--- config.mk ---
export PLATFORM = sky130hd
export DESIGN_NAME = alarm_chime_driver
export DESIGN_NICKNAME = d
export VERILOG_FILES = /design/src/rtl/alarm_pkg.sv /design/src/rtl/alarm_cycle_timer.sv /design/src/rtl/alarm_chime_driver.sv
export SDC_FILE = /design/constraint.sdc
export NUM_CORES = 1
export LEC_CHECK = 0
export ABC_AREA = 1
export CORE_MARGIN = 2
export CORE_UTILIZATION = 49
export DETAILED_ROUTE_END_ITERATION = 10
export GPL_ROUTABILITY_DRIVEN = 0
export GPL_TIMING_DRIVEN = 0
export HOLD_SLACK_MARGIN = 0.02
export PLACE_DENSITY_LB_ADDON = 0.3
export SLEW_MARGIN = 20
export SYNTH_ARGS = -nofsm -noshare
export SYNTH_HDL_FRONTEND = slang
export SYNTH_SLANG_ARGS = --single-unit
--- constraint.sdc ---
create_clock -name clk -period 1.7 [get_ports clk]
set_clock_uncertainty 0.1 [all_clocks]
set_input_delay 0.255 -clock clk [delete_from_list [all_inputs] [get_ports clk]]
set_output_delay 0.255 -clock clk [all_outputs]
set_load 0.03 [all_outputs]
--- src/rtl/alarm_pkg.sv ---
// Shared state encoding and default chime timing for the alarm path.
// The tester uses the same defaults so its expected beep patterns line up.
package alarm_pkg;

    typedef enum logic [2:0] {
        IDLE     = 3'd0,
        ARM      = 3'd1,
        BEEP_ON  = 3'd2,
        BEEP_OFF = 3'd3,
        MUTED    = 3'd4,
        DONE     = 3'd5
    } alarmState_t;

    localparam int unsigned DEF_DEBOUNCE_CYCLES = 4;
    localparam int unsigned DEF_BEEP_ON_CYCLES  = 8;
    localparam int unsigned DEF_BEEP_OFF_CYCLES = 8;
    localparam int unsigned DEF_MAX_BEEPS       = 6;
    localparam int unsigned DEF_CNT_W           = 8;

endpackage

--- src/rtl/alarm_cycle_timer.sv ---
// Shared cycle counter: sync clear has priority over enable; atTerminal compares count to terminal.
// Output valid the cycle after the count update; no backpressure.
module alarm_cycle_timer #(
    parameter int unsigned CNT_W = 8
) (
    input  logic             clk,
    input  logic             reset_L,
    input  logic             clear,
    input  logic             enable,
    input  logic [CNT_W-1:0] terminal,
    output logic             atTerminal
);

    localparam logic [CNT_W-1:0] ONE = CNT_W'(1);

    logic [CNT_W-1:0] count;

    always_ff @(posedge clk) begin
        if (!reset_L) begin
            count <= '0;
        end else if (clear) begin
            count <= '0;
        end else if (enable) begin
            count <= count + ONE;
        end
    end

    assign atTerminal = (count == terminal);

endmodule

--- src/rtl/alarm_chime_driver.sv ---
// Debounced alarm-to-buzzer driver with pulsed beeps, driver mute and auto-silence after MAX_BEEPS.
// First BuzzerOut high after DEBOUNCE_CYCLES high samples; all outputs registered; no backpressure.
module alarm_chime_driver
    import alarm_pkg::*;
#(
    parameter int unsigned DEBOUNCE_CYCLES = DEF_DEBOUNCE_CYCLES,
    parameter int unsigned BEEP_ON_CYCLES  = DEF_BEEP_ON_CYCLES,
    parameter int unsigned BEEP_OFF_CYCLES = DEF_BEEP_OFF_CYCLES,
    parameter int unsigned MAX_BEEPS       = DEF_MAX_BEEPS,
    parameter int unsigned CNT_W           = DEF_CNT_W
) (
    input  logic             clk,
    input  logic             reset_L,
    input  logic             CarAlarmSignal,
    input  logic             DriverAck,
    output logic             BuzzerOut,
    output logic             AlarmActive,
    output logic             Muted,
    output logic [CNT_W-1:0] BeepCount
);

    localparam logic [CNT_W-1:0] DEB_LAST = CNT_W'(DEBOUNCE_CYCLES - 1);
    localparam logic [CNT_W-1:0] ON_LAST  = CNT_W'(BEEP_ON_CYCLES - 1);
    localparam logic [CNT_W-1:0] OFF_LAST = CNT_W'(BEEP_OFF_CYCLES - 1);
    localparam logic [CNT_W-1:0] MAX_CNT  = CNT_W'(MAX_BEEPS);
    localparam logic [CNT_W-1:0] ONE      = CNT_W'(1);

    alarmState_t      state, nextState;
    logic             timerClear, timerEnable, timerDone;
    logic [CNT_W-1:0] timerTerm;

    alarm_cycle_timer #(.CNT_W(CNT_W)) uTimer (
        .clk        (clk),
        .reset_L    (reset_L),
        .clear      (timerClear),
        .enable     (timerEnable),
        .terminal   (timerTerm),
        .atTerminal (timerDone)
    );

    always_comb begin
        nextState   = state;
        timerTerm   = '0;
        timerEnable = 1'b0;
        case (state)
            IDLE: begin
                // Entering ARM counts the first high sample, so the timer steps to 1
                if (CarAlarmSignal) begin
                    if (DEBOUNCE_CYCLES == 1) begin
                        nextState = BEEP_ON;
                    end else begin
                        nextState   = ARM;
                        timerEnable = 1'b1;
                    end
                end
            end
            ARM: begin
                timerTerm = DEB_LAST;
                if (!CarAlarmSignal)  nextState = IDLE;
                else if (timerDone)   nextState = BEEP_ON;
                else                  timerEnable = 1'b1;
            end
            BEEP_ON: begin
                timerTerm = ON_LAST;
                if (!CarAlarmSignal)  nextState = IDLE;
                else if (DriverAck)   nextState = MUTED;
                else if (timerDone)   nextState = (BeepCount == MAX_CNT) ? DONE : BEEP_OFF;
                else                  timerEnable = 1'b1;
            end
            BEEP_OFF: begin
                timerTerm = OFF_LAST;
                if (!CarAlarmSignal)  nextState = IDLE;
                else if (DriverAck)   nextState = MUTED;
                else if (timerDone)   nextState = BEEP_ON;
                else                  timerEnable = 1'b1;
            end
            MUTED, DONE: begin
                if (!CarAlarmSignal)  nextState = IDLE;
            end
            default: nextState = IDLE;
        endcase
        timerClear = (nextState != state) && (nextState != ARM);
    end

    // Outputs decode the next state so they line up with the state register
    always_ff @(posedge clk) begin
        if (!reset_L) begin
            state       <= IDLE;
            BuzzerOut   <= 1'b0;
            AlarmActive <= 1'b0;
            Muted       <= 1'b0;
            BeepCount   <= '0;
        end else begin
            state       <= nextState;
            BuzzerOut   <= (nextState == BEEP_ON);
            AlarmActive <= (nextState != IDLE);
            Muted       <= (nextState == MUTED);
            if (nextState == IDLE) begin
                BeepCount <= '0;
            end else if (nextState == BEEP_ON && state != BEEP_ON && BeepCount != MAX_CNT) begin
                BeepCount <= BeepCount + ONE;
            end
        end
    end

endmodule

==> qor.yml, run 1 <==
outcome: "complete, but fails checks"
violations: "setup timing"
grt_pass1_vias: 1301
routed_wl_mm: 3.60
start_kind: "register"
grt_max_degree: 13
setup_ws_ps: -213
die_x_um: 55.9
synth_top_cell_by_area: "dfxtp_1"
drt-initial-drc-count: 43
synth_top_flop_cell: "dfxtp_1"
yosys.area.top_type_share_pct: 33.4
pwr-share-clk_pct: 22.8
synth.yosys.seq_area_share_pct: 33.4
fp.dieArea_um2: 3120
ys_types: 24
max_stage_delay_ps: 380
setup-tns-final_ps: -3090
cts_buffer_depth: 2
antenna_found_initial: 0
maxSlewViolCount: 0
antenna_left: 0
hp-class: "reg2reg"
netlist_top_cells_count: "nand2_1, inv_1, dfxtp_1"
num_vias: 1384
power.density_nw_per_um2: 601
leakage_nw: 0.773
fin_util_pct: 72.1
post-place-cells: 232
critPathLaunch: "state[2]"
fin_cells: 253
initial_core_util_pct: 52.2
cts.sinks: 22
clk-insertion-delay-late_ps: 310
cts_buffers: 3
wire_per_inst_um: 14.2
power.internal_uw: 727
setup_viol: 17
clk_pin_slew_worst_paths_ps: 120
via_per_inst: 5.47
relSlewSlack_pct: 77.4
irDropWorstVdd_uv: 527
drive_above_1_share_pct: 35.0
worst_pin_slew_ps: 338
crit_buf_inv: 2
netSwitchingFraction_pct: 33.4
syn_inst: 188
end_kind: "register"
slowest_stage: "dfxtp_4"
r2r_slack_ps: -210
switchingPower_uw: 365
core_um2: 2520
power_frac_seq_pct: 49.5
arrival_ps: 2060
yosysMostFrequentCell: "nand2_1"
synth.avg_cell_area_um2: 7.01
rsz0062_at_grt: "yes"
cts.htree.levels: 1
drc: 0
crit_type: "reg2reg"
synth_area_leaders: "dfxtp_1, nand2_1, inv_1"
hp-start: "BeepCount[3]"
ys_seq_elements: 22
fin_crit_ps: 1910
io_pins: 15
antenna_cells: 0
ctsHoldBuffers: 0
max_cap_violations: 0
cts-root-buf: "clkbuf_4"
async_flop_share_pct: 0
dp_slack_ps: -544
syn_nets: 195
hpwl_mm: 2.16
critPathTopFamily: "simple AND/OR/NAND/NOR gates"
grtUsageTotal_pct: 21.1
crit_required_ps: 1850
max_freq_mhz: 523
ys_warn_count: 0
hold_violations: 0
cp_max_fo: 8
synth_area_um2: 1320
synth-edff-count: 0
port_buffers: 14
die_y_um: 55.9
path_cells: "inv_6, nand2_2, nand3_1, nand2_4, nand2_4, nand2_1, nand2_1, nand4_1, nand2_2, inv_2, nor2_4, nand3_4, a21oi_2"
core.rowCount: 18
reg2reg_from: "state[2]"
fin_crit_sh_pct: 113
combPwrFrac_pct: 27.6
synthToLayoutAreaGrowth_pct: 38.1
drtPass1Iterations: 4
grt_pass1_wl_mm: 5.40
whs_ps: 393
cts_tree: "built"
fin_nets: 231
grt_overflow: 0
what timing repair did:
action	in CTS	in global routing
pin swaps	13	20
gates resized for setup	32	27
setup endpoints to repair	25	20
setup buffers	10	6
cloned	1	0
sequential cells by signal, indices dropped and copies added, names as in the netlist:
name / flops
uTimer.count: 8
Muted: 1
AlarmActive: 1
BuzzerOut: 1
BeepCount: 8
state: 3
layout make-up:
cell class,count,area [um^2]
Multi-Input combinational cell,138,910
Sequential cell,22,472
Clock buffer,4,26.3
Fill cell,187,703
Timing Repair Buffer,30,258
Inverter,29,116
Tap cell,30,37.5
layer usage:
layer  vias to the layer above  GRT usage, %  wire length (um)
met5                         -             0                 0
met4                         0          8.84                37
met3                         5          4.19               176
met2                        41          36.4              1890
met1                       652          25.6              1500
li1                        686             -                 -
cells in the final DEF (no fill, tap or decap), types with 4 or more instances in the layout:
master / instances
nor2_1: 13
xnor2_1: 4
nand3_1: 12
inv_1: 21
nor2_4: 7
a21oi_1: 8
dfxtp_1: 9
dfxtp_2: 7
nand2_1: 27
nand2_2: 11
xor2_1: 9
a21oi_2: 8
dfxtp_4: 6
inv_2: 4
nand2_4: 4
buf_4: 14
clkdlybuf4s50_1: 6
nand4_1: 13
dlygate4sd2_1: 8
power groups by stage:
stage | logic [mW] | clock network (mW) | registers [mW]
after CTS | 0.266 | 0.247 | 0.540
after global routing | 0.325 | 0.279 | 0.543
after detailed placement | 0.211 | 0 | 0.553
final | 0.302 | 0.250 | 0.541
after global placement | 0.200 | 0 | 0.551
after floorplan | 0.157 | 0 | 0.555
final timing paths:
check / depth (start not counted) / endpoint
min: 2 / BeepCount[3]
max reg2reg: 13 / uTimer.count[6]
max: 13 / uTimer.count[6]
min reg2reg: 2 / BeepCount[3]
tightest hold or removal path: cells and delay by family, from the launching register on:
kind,cells,cell delay (ps)
AO/OA/AOI/OAI,1,50
AND/OR/NAND/NOR,1,60
flip-flops,1,350
stage by stage:
stage / instance area [um^2] / total power [mW]
after floorplan: 1340 / 0.712
after global placement: 1520 / 0.752
after detailed placement: 1520 / 0.764
after CTS: 1690 / 1.05
after global routing: 1820 / 1.15
final: 1820 / 1.09
cell families after synthesis:
family | count (synthesis) | share of synthesized area (%)
compound gates | 19 | 7.41
xor+xnor | 13 | 8.64
fa+ha+maj | 3 | 2.85
buf+inv | 29 | 8.26
flops | 22 | 33.4
mux | 1 | 0.855
simple gates | 101 | 38.6
No activity file was read; power rests on OpenSTA's default activity.
==> inputs of run 2 (changes only) <==
--- a/config.mk
+++ b/config.mk
@@ -7,7 +7,7 @@
 export LEC_CHECK = 0
 export ABC_AREA = 1
 export CORE_MARGIN = 2
-export CORE_UTILIZATION = 49
+export CORE_UTILIZATION = 59
 export DETAILED_ROUTE_END_ITERATION = 10
 export GPL_ROUTABILITY_DRIVEN = 0
 export GPL_TIMING_DRIVEN = 0
==> constraint.sdc (replaced) <==
create_clock -name clk -period 2.3 [get_ports clk]
set_clock_uncertainty 0.1 [all_clocks]
set_input_delay 0.345 -clock clk [delete_from_list [all_inputs] [get_ports clk]]
set_output_delay 0.345 -clock clk [all_outputs]
set_load 0.03 [all_outputs]
==> qor.yml, run 2 (synthesis gave the netlist of run 1 again) <==
antenna_found_initial: 0  # unchanged
total_power_uw: 731  # -33%
io_pins: 15  # unchanged
outcome: "complete, no violations"
die_y_um: 51.3  # -8.2%
fin_nets: 216  # -6.5%
timing.rr.end: "uTimer.count[7]"
end_kind: "register"
via_per_inst: 5.44  # -0.59%
wire_per_inst_um: 12.3  # -13%
initial_core_util_pct: 60.7  # +8.5 points
core_um2: 2170  # -14%
drtPass1Iterations: 4  # unchanged
hp-start: "BeepCount[3]"
routed_wl_mm: 2.90  # -19%
power.density_nw_per_um2: 477  # -21%
cts_tree: "built"
port_buffers: 14  # unchanged
setup_viol: 0  # -17
antenna_left: 0  # unchanged
fin_crit_sh_pct: 90.0  # -23 points
leakage_nw: 0.630  # -18%
crit_required_ps: 2440  # +590 ps
arrival_ps: 2210  # +150 ps
fp.dieArea_um2: 2630  # -16%
grt_overflow: 0  # unchanged
worst_pin_slew_ps: 366  # +27.8 ps
maxSlewViolCount: 0  # unchanged
layout_commonest_cell: "nand2_1"
crit_type: "reg2reg"
grt_pass1_wl_mm: 4.66  # -14%
core.rowCount: 17  # -1
clk_pin_slew_worst_paths_ps: 120  # about the same
hold_violations: 0  # unchanged
cts.sinks: 22  # unchanged
grt_pass1_vias: 1138  # -13%
reg2reg_from: "state[2]"
max_cap_violations: 0  # unchanged
antenna_cells: 0  # unchanged
rsz0062_at_grt: "no"
drive_above_1_share_pct: 12.1  # -23 points
cts-root-buf: "clkbuf_4"
clk-insertion-delay-late_ps: 300  # about the same
hpwl_mm: 2.11  # -2.6%
grtUsageTotal_pct: 23.3  # +2.1 points
start_kind: "register"
fin_crit_ps: 2070  # +157 ps
cts_buffers: 3  # unchanged
grt_max_degree: 12  # -1
cts_buffer_depth: 2  # unchanged
setup-tns-final_ps: 0  # +3090 ps
hold_depth: 2  # unchanged
min_to: "BeepCount[3]"
largest_registers: "BeepCount (8), uTimer.count (8), state (3)"
worst_r2r_path_depth: 15  # +2
num_vias: 1278  # -7.7%
synthToLayoutAreaGrowth_pct: 16.4
cp_max_fo: 8  # unchanged
ctsHoldBuffers: 0  # unchanged
relSlewSlack_pct: 75.4  # -2.0 points
drc: 0  # unchanged
hp-class: "reg2reg"
irDropWorstVdd_uv: 367  # -30%
r2r_slack_ps: 230  # +440 ps
max_freq_mhz: 483  # -7.6%
drt-initial-drc-count: 49  # +14%
layout_common_cells: "nand2_1, inv_1, dfxtp_1, nor2_1, a21oi_1"
die_x_um: 51.3  # -8.2%
cts.htree.levels: 1  # unchanged
[run 2: cell count changes in the layout (fill, tap and decap cells not counted), moves of 4 or more]
cell | previous run | this run
dfxtp_4 | 6 | 0
dfxtp_1 | 9 | 19
clkdlybuf4s50_1 | 6 | 14
buf_4 | 14 | 2
nor2_4 | 7 | 3
a21oi_1 | 8 | 16
dlygate4sd2_1 | 8 | 0
a21oi_2 | 8 | 0
nor2_1 | 13 | 18
dfxtp_2 | 7 | 3
nand2_1 | 27 | 36
nand2_2 | 11 | 5
[run 2: repair_timing]
item | CTS | global route
gates resized for setup | 0 | 3
endpoints found under the setup margin | 0 | 16
setup buffers | 0 | 2
[run 2: area by class of cell]
| cell class | instances | area (um^2) |
|---|---|---|
| tap | 28 | 35.0 |
| fill | 191 | 636 |
| multi-input combinational | 137 | 768 |
| clock buffer | 3 | 22.5 |
| inverter | 29 | 109 |
| sequential | 22 | 444 |
| timing repair buffer | 16 | 155 |
[run 2: power by group]
group | leakage [nW] | switching (mW) | internal [mW]
clock | 0.0138 | 0.112 | 0.0610
combinational | 0.437 | 0.103 | 0.0528
sequential | 0.179 | 0.0105 | 0.391
[run 2: through the flow]
stage / instance area [um^2] / util [%] / std cells / worst slack [ps] / hold WS, ps
after floorplan: 1320 / - / 188 / 324 / 418
after global placement: 1490 / 68.8 / 230 / 11.2 / 378
after detailed placement: 1490 / 68.8 / 230 / 7.55 / 386
after CTS: 1520 / 69.8 / 233 / 92.5 / 407
after global routing: 1530 / 70.7 / 235 / 20.6 / 419
final: 1530 / 70.7 / 235 / 230 / 405
[run 2: worst max path at each step]
stage              startpoint         endpoint  slack (ps)
3_5_place_dp   CarAlarmSignal  uTimer.count[5]           8
3_3_place_gp   CarAlarmSignal  uTimer.count[5]          10
4_1_cts              state[1]     BeepCount[1]          90
5_1_grt              state[2]  uTimer.count[6]          20
6_report             state[2]  uTimer.count[7]         230
2_1_floorplan    BeepCount[0]     BeepCount[2]         320
[run 2: metal layers]
layer | part of all wire (%) | global-route usage, %
met2 | 51 | 41.6
met3 | 4.8 | 4.09
met1 | 43 | 28.3
met5 | 0 | 0
met4 | 0.83 | 7.46
[run 2: worst max-delay path: stages (launching register included)]
cell and delay [ps]:
dfxtp_2 370, inv_2 100, nand2_2 100, nand2_1 90
nand2_2 60, nor2_4 120, nand2_2 100, nand2_1 90
nand2_2 60, nor2_4 120, nand2_4 90, nand2_1 70
nand2_1 50, nor2_1 110, nand3_2 200, a21oi_1 180
==> inputs of run 3 (changes only) <==
--- a/config.mk
+++ b/config.mk
@@ -6,6 +6,7 @@
 export NUM_CORES = 1
 export LEC_CHECK = 0
 export ABC_AREA = 1
+export CAP_MARGIN = 10
 export CORE_MARGIN = 2
 export CORE_UTILIZATION = 59
 export DETAILED_ROUTE_END_ITERATION = 10
==> results of run 3 <==
Final layout, timing and power as in run 2 (identical DEF).
